$ cat src/rtl/spi_slave.sv
// spi_slave: SPI mode-0 (CPOL=0, CPHA=0) slave, MSB first, with sclk/cs/mosi oversampled in clk_i.
// Latency: SYNC_STAGES+2 clk_i cycles from pin sclk rise to valid_o, and from pin sclk fall to miso_o update.
// Backpressure: none; valid_o is a 1-cycle pulse and tx_buf is resent unchanged if not reloaded.
// Option: define SPI_SLAVE_UNDERRUN_EN to add the sticky tx_underrun_o flag.
module spi_slave #(
    parameter int DATA_W      = 8,
    parameter int SYNC_STAGES = 2
) (
    input  logic              clk_i,
    input  logic              aresetn_i,
    input  logic              sclk_i,
    input  logic              cs_i,
    input  logic              mosi_i,
    output logic              miso_o,
    input  logic              load_i,
    input  logic [DATA_W-1:0] data_i,
    output logic [DATA_W-1:0] data_o,
    output logic              valid_o,
    output logic              busy_o
`ifdef SPI_SLAVE_UNDERRUN_EN
    ,
    output logic              tx_underrun_o
`endif
);
    localparam int CNT_W = (DATA_W > 1) ? $clog2(DATA_W) : 1;
    localparam logic [CNT_W-1:0] LAST_BIT = CNT_W'(DATA_W - 1);

    typedef enum logic {IDLE, SHIFT} state_t;

    state_t                 state;
    logic [SYNC_STAGES-1:0] sclk_sync;
    logic [SYNC_STAGES-1:0] cs_sync;
    logic [SYNC_STAGES-1:0] mosi_sync;
    logic                   sclk_s;
    logic                   cs_s;
    logic                   sclk_d;
    logic                   cs_d;
    logic                   mosi_d;
    logic                   sclk_rise;
    logic                   sclk_fall;
    logic                   cs_fall;
    logic                   cs_rise;
    logic [DATA_W-1:0]      tx_buf;
    logic [DATA_W-1:0]      tx_sh;
    logic [DATA_W-1:0]      rx_sh;
    logic [CNT_W-1:0]       bit_cnt;

    assign sclk_s = sclk_sync[SYNC_STAGES-1];
    assign cs_s   = cs_sync[SYNC_STAGES-1];

    // Synchronise the asynchronous SPI pins; cs idles high so a reset never looks like a frame start.
    always_ff @(posedge clk_i or negedge aresetn_i) begin
        if (!aresetn_i) begin
            sclk_sync <= '0;
            cs_sync   <= '1;
            mosi_sync <= '0;
        end else begin
            sclk_sync <= {sclk_sync[SYNC_STAGES-2:0], sclk_i};
            cs_sync   <= {cs_sync[SYNC_STAGES-2:0], cs_i};
            mosi_sync <= {mosi_sync[SYNC_STAGES-2:0], mosi_i};
        end
    end

    // Registered edge strobes; mosi is delayed alongside so it lines up with sclk_rise.
    always_ff @(posedge clk_i or negedge aresetn_i) begin
        if (!aresetn_i) begin
            sclk_d    <= 1'b0;
            cs_d      <= 1'b1;
            mosi_d    <= 1'b0;
            sclk_rise <= 1'b0;
            sclk_fall <= 1'b0;
            cs_fall   <= 1'b0;
            cs_rise   <= 1'b0;
        end else begin
            sclk_d    <= sclk_s;
            cs_d      <= cs_s;
            mosi_d    <= mosi_sync[SYNC_STAGES-1];
            sclk_rise <= sclk_s & ~sclk_d;
            sclk_fall <= ~sclk_s & sclk_d;
            cs_fall   <= ~cs_s & cs_d;
            cs_rise   <= cs_s & ~cs_d;
        end
    end

    // Transmit buffer: a load coinciding with a reload lands here after tx_sh has taken the old value.
    always_ff @(posedge clk_i or negedge aresetn_i) begin
        if (!aresetn_i) begin
            tx_buf <= '0;
        end else if (load_i) begin
            tx_buf <= data_i;
        end
    end

    // Frame FSM: shifts rx on sclk rise, tx on sclk fall, reloads tx at every word boundary.
    always_ff @(posedge clk_i or negedge aresetn_i) begin
        if (!aresetn_i) begin
            state   <= IDLE;
            tx_sh   <= '0;
            rx_sh   <= '0;
            bit_cnt <= '0;
            miso_o  <= 1'b0;
            data_o  <= '0;
            valid_o <= 1'b0;
            busy_o  <= 1'b0;
        end else begin
            valid_o <= 1'b0;
            case (state)
                IDLE: begin
                    miso_o <= 1'b0;
                    busy_o <= 1'b0;
                    if (cs_fall) begin
                        state   <= SHIFT;
                        busy_o  <= 1'b1;
                        tx_sh   <= tx_buf;
                        miso_o  <= tx_buf[DATA_W-1];
                        bit_cnt <= '0;
                        // An sclk rise seen together with cs_fall is the first bit of the word.
                        if (sclk_rise) begin
                            rx_sh   <= {rx_sh[DATA_W-2:0], mosi_d};
                            bit_cnt <= CNT_W'(1);
                        end
                    end
                end
                SHIFT: begin
                    busy_o <= 1'b1;
                    if (cs_rise) begin
                        // Partial word is dropped; data_o keeps the last complete word.
                        state   <= IDLE;
                        busy_o  <= 1'b0;
                        miso_o  <= 1'b0;
                        bit_cnt <= '0;
                    end else if (sclk_rise) begin
                        rx_sh <= {rx_sh[DATA_W-2:0], mosi_d};
                        if (bit_cnt == LAST_BIT) begin
                            data_o  <= {rx_sh[DATA_W-2:0], mosi_d};
                            valid_o <= 1'b1;
                            bit_cnt <= '0;
                        end else begin
                            bit_cnt <= bit_cnt + 1'b1;
                        end
                    end else if (sclk_fall) begin
                        if (bit_cnt != '0) begin
                            tx_sh  <= tx_sh << 1;
                            miso_o <= tx_sh[DATA_W-2];
                        end else begin
                            tx_sh  <= tx_buf;
                            miso_o <= tx_buf[DATA_W-1];
                        end
                    end
                end
                default: state <= IDLE;
            endcase
        end
    end

`ifdef SPI_SLAVE_UNDERRUN_EN
    logic any_reload;
    logic bnd_reload;
    logic loaded_q;

    assign bnd_reload = (state == SHIFT) && !cs_rise && !sclk_rise && sclk_fall && (bit_cnt == '0);
    assign any_reload = bnd_reload || ((state == IDLE) && cs_fall);

    // Underrun: a word-boundary reload with no load since the previous reload; sticky until cs_rise.
    always_ff @(posedge clk_i or negedge aresetn_i) begin
        if (!aresetn_i) begin
            loaded_q      <= 1'b0;
            tx_underrun_o <= 1'b0;
        end else begin
            if (any_reload) begin
                loaded_q <= load_i;
            end else if (load_i) begin
                loaded_q <= 1'b1;
            end
            if ((state == SHIFT) && cs_rise) begin
                tx_underrun_o <= 1'b0;
            end else if (bnd_reload && !loaded_q) begin
                tx_underrun_o <= 1'b1;
            end
        end
    end
`endif

endmodule
$ cat config.mk
export PLATFORM = sky130hd
export DESIGN_NAME = spi_slave
export DESIGN_NICKNAME = d
export VERILOG_FILES = /design/src/rtl/spi_slave.sv
export SDC_FILE = /design/constraint.sdc
export NUM_CORES = 1
export LEC_CHECK = 0
export BUFFER_PORTS_ARGS = -buffer_cell sky130_fd_sc_hd__buf_2
export CAP_MARGIN = 20
export CORE_UTILIZATION = 60
export DETAILED_ROUTE_END_ITERATION = 16
export PLACE_DENSITY = 0.84
export SYNTH_ARGS = -nofsm -noshare
export SYNTH_HDL_FRONTEND = slang
export SYNTH_SLANG_ARGS = --single-unit
export TNS_END_PERCENT = 10
$ cat constraint.sdc
create_clock -name clk_i -period 3.2 [get_ports clk_i]
set_input_delay 0.32 -clock clk_i [delete_from_list [all_inputs] [get_ports clk_i]]
set_output_delay 0.32 -clock clk_i [all_outputs]
set_load 0.005 [all_outputs]
==> flow_metrics.env <==
export IMPL_setup_tns_ns=0
export IMPL_cts_buffer_depth=2
export IMPL_io_buffers=24
export IMPL_die_w_um=59.8
export IMPL_hold_viol=0
export IMPL_fin_hold_ws_ns=0.0465
export IMPL_hold_class="primary input to flop"
export IMPL_vias=1201
export IMPL_power_density_nw_per_um2=616
export IMPL_max_freq_mhz=517
export IMPL_drt_first_pass_iters=4
export IMPL_wl_per_cell_um=15.0
export IMPL_io_pins=25
export IMPL_yosys_area_top_type="dfrtp_1"
export IMPL_drv_slew=0
export IMPL_critical_path_startpoint="state"
export IMPL_grt_max_degree=50
export IMPL_rsz0062_at_grt="false"
export IMPL_fin_crit_ns=1.93
export IMPL_postSynthAreaPerCell_um2=13.9
export IMPL_synth_cell_types=32
export IMPL_synth_edf_count=0
export IMPL_final_net_count=187
export IMPL_antenna_found_initial=0
export IMPL_leakage_uw=0.00108
export IMPL_routabilityCongestion=0.790
export IMPL_cp_end_kind="flop"
export IMPL_skew_ns=0.0141
export IMPL_post_synth_top_count_cell="dfrtp_1"
export IMPL_area_growth_pct=11.5
export IMPL_synth_ff_type="dfrtp_1"
export IMPL_grt_pass1_wl_um=5350
export IMPL_routed_wl_um=3230
export IMPL_synth_area_um2=2010
export IMPL_initial_core_util=0.647
export IMPL_first_iter_violations=45
export IMPL_dieHeight_um=59.8
export IMPL_syn_nets=161
export IMPL_syn_inst=144
export IMPL_yosys_register_bits=49
export IMPL_via_per_inst=5.59
export IMPL_ant_nets=0
export IMPL_period_share=0.604
export IMPL_reg2reg_depth=3
export IMPL_arrival_ns=2.17
export IMPL_worstPathRequired_ns=3.43
export IMPL_worst_path_max_fanout=14
export IMPL_clkLatencyLatePin_ns=0.36
export IMPL_cts_tree="done"
export IMPL_holdCritStartpoint="cs_i"
export IMPL_clock_sinks=49
export IMPL_start_kind="flop"
export IMPL_design_die_area_um2=3580
export IMPL_cts_root_buf="clkbuf_4"
export IMPL_ir_drop_mv=0.365
export IMPL_async_reset_ff_frac=1.00
export IMPL_core_um2=3100
export IMPL_drive_above_1_share=0.368
export IMPL_reg2reg_from="state"
export IMPL_grt_use_total=0.210
export IMPL_rows=20
export IMPL_gr_total_overflow=0
export IMPL_synth_commonest_cells="dfrtp_1 (46), mux2_2 (15), o21ai_0 (9), mux2_4 (8)"
export IMPL_synth_area_leaders="dfrtp_1 (57%), mux2_2 (8.4%), mux2_4 (6.0%)"
export IMPL_yosys_warnings=0
export IMPL_yosysSeqAreaShare=0.613
export IMPL_grt_pass1_vias=1191
export IMPL_dp_hpwl_um=2270
export IMPL_drc=0
export IMPL_status="complete, no violations"
export IMPL_maxCapViolations=0
export IMPL_clk_pin_slew_ns=0.14
export IMPL_hold_path_cell_count=1
export IMPL_yosysTopAreaCellShare=0.574
export IMPL_diodes=0
export IMPL_cts_htree_levels=2
export IMPL_criticalPathCategory="flop to flop"
export IMPL_numCtsBuffers=5
export IMPL_max_slew_margin=0.385
export IMPL_setup_viol=0
export IMPL_worst_slew_pin_slew_ns=0.921
through the flow:
step / setup WS (ns) / total power, uW / utilization / cells / area, um2
after floorplan: 1.82 / 946 / - / 144 / 2010
after global placement: 1.47 / 991 / 0.684 / 205 / 2120
after detailed placement: 1.31 / 1010 / 0.684 / 205 / 2120
after CTS: 1.28 / 1380 / 0.712 / 213 / 2210
after global routing: 1.17 / 1440 / 0.721 / 215 / 2240
final: 1.27 / 1380 / 0.721 / 215 / 2240
report_power, final:
group,internal [uW],switching [uW]
sequential,717,76.8
combinational,107,106
clock,187,185
total,1010,368
cell usage in the layout, fill, tap and decap left out, drive strengths merged:
cell type | Yosys | final
a31oi | 6 | 6
o2bb2ai | 1 | 1
a21oi | 1 | 1
nor2b | 8 | 8
o221ai | 1 | 1
ha | 3 | 3
or2 | 2 | 2
nor2 | 2 | 2
o211a | 1 | 1
nor4bb | 1 | 1
mux2 | 23 | 23
a32o | 1 | 1
nand2 | 2 | 2
nand3b | 1 | 1
nand3 | 7 | 7
dfrtp | 46 | 46
dfstp | 3 | 3
buf | 6 | 25
bufinv | 0 | 1
nand2b | 2 | 2
mux2i | 1 | 1
o22ai | 1 | 1
clkbuf | 1 | 7
nor3 | 6 | 6
dlygate4sd3 | 0 | 1
o21ai | 11 | 11
inv | 7 | 7
critical path, cell delays in order, from the launching register on:
cell	delay (ns)
dfrtp_1	0.54
nor2b_1	0.77
or2_1	0.34
a31oi_1	0.15
logic make-up (layout without fill, tap and decap cells):
group / after synthesis / in the layout / synth area share
adders and majority gates: 3 / 3 / 0.0187
DFF: 49 / 49 / 0.613
and+or+nand+nor: 31 / 31 / 0.101
muxes: 24 / 24 / 0.149
buffers and inverters: 14 / 41 / 0.0424
AOI/OAI and AO/OA: 23 / 23 / 0.0761
timing repair:
| action | 4_1_cts | 5_1_grt |
|---|---|---|
| hold endpoints to repair | 0 | 4 |
| setup endpoints to repair | 0 | 0 |
| buffers inserted | 0 | 0 |
| hold buffers | 0 | 1 |
| resized for setup | 0 | 0 |
sequential cells by signal, indices dropped and copies added (netlist names), 2 cells and up:
register and count:
bit_cnt 3, cs_sync 2, data_o 8, mosi_sync 2
rx_sh 7, sclk_sync 2, tx_buf 8, tx_sh 7
routing by layer:
layer / vias up / GRT usage / wire length (um)
met5: - / 0 / 0
met4: 0 / 0.103 / 89
met3: 11 / 0.0563 / 129
met2: 37 / 0.333 / 1610
met1: 597 / 0.268 / 1400
li1: 556 / - / -
worst paths after layout:
check | to | slack, ns
max | tx_sh[5] | 1.27
min | cs_sync[0] | 0.05
max reg2reg | tx_sh[5] | 1.27
min reg2reg | sclk_sync[1] | 0.37
max in group asynchronous | cs_sync[1] | 2.41
min in group asynchronous | bit_cnt[2] | 0.29
final cells by class:
class	instances	area (um2)
flip-flops and latches	49	1230
fillers	215	865
multi-input cells	81	692
repair buffers	26	150
clock buffers	7	55.1
well taps	44	55.1
clock inverters	1	30.0
inverters	7	26.3
(Power assumes the default switching activity.)
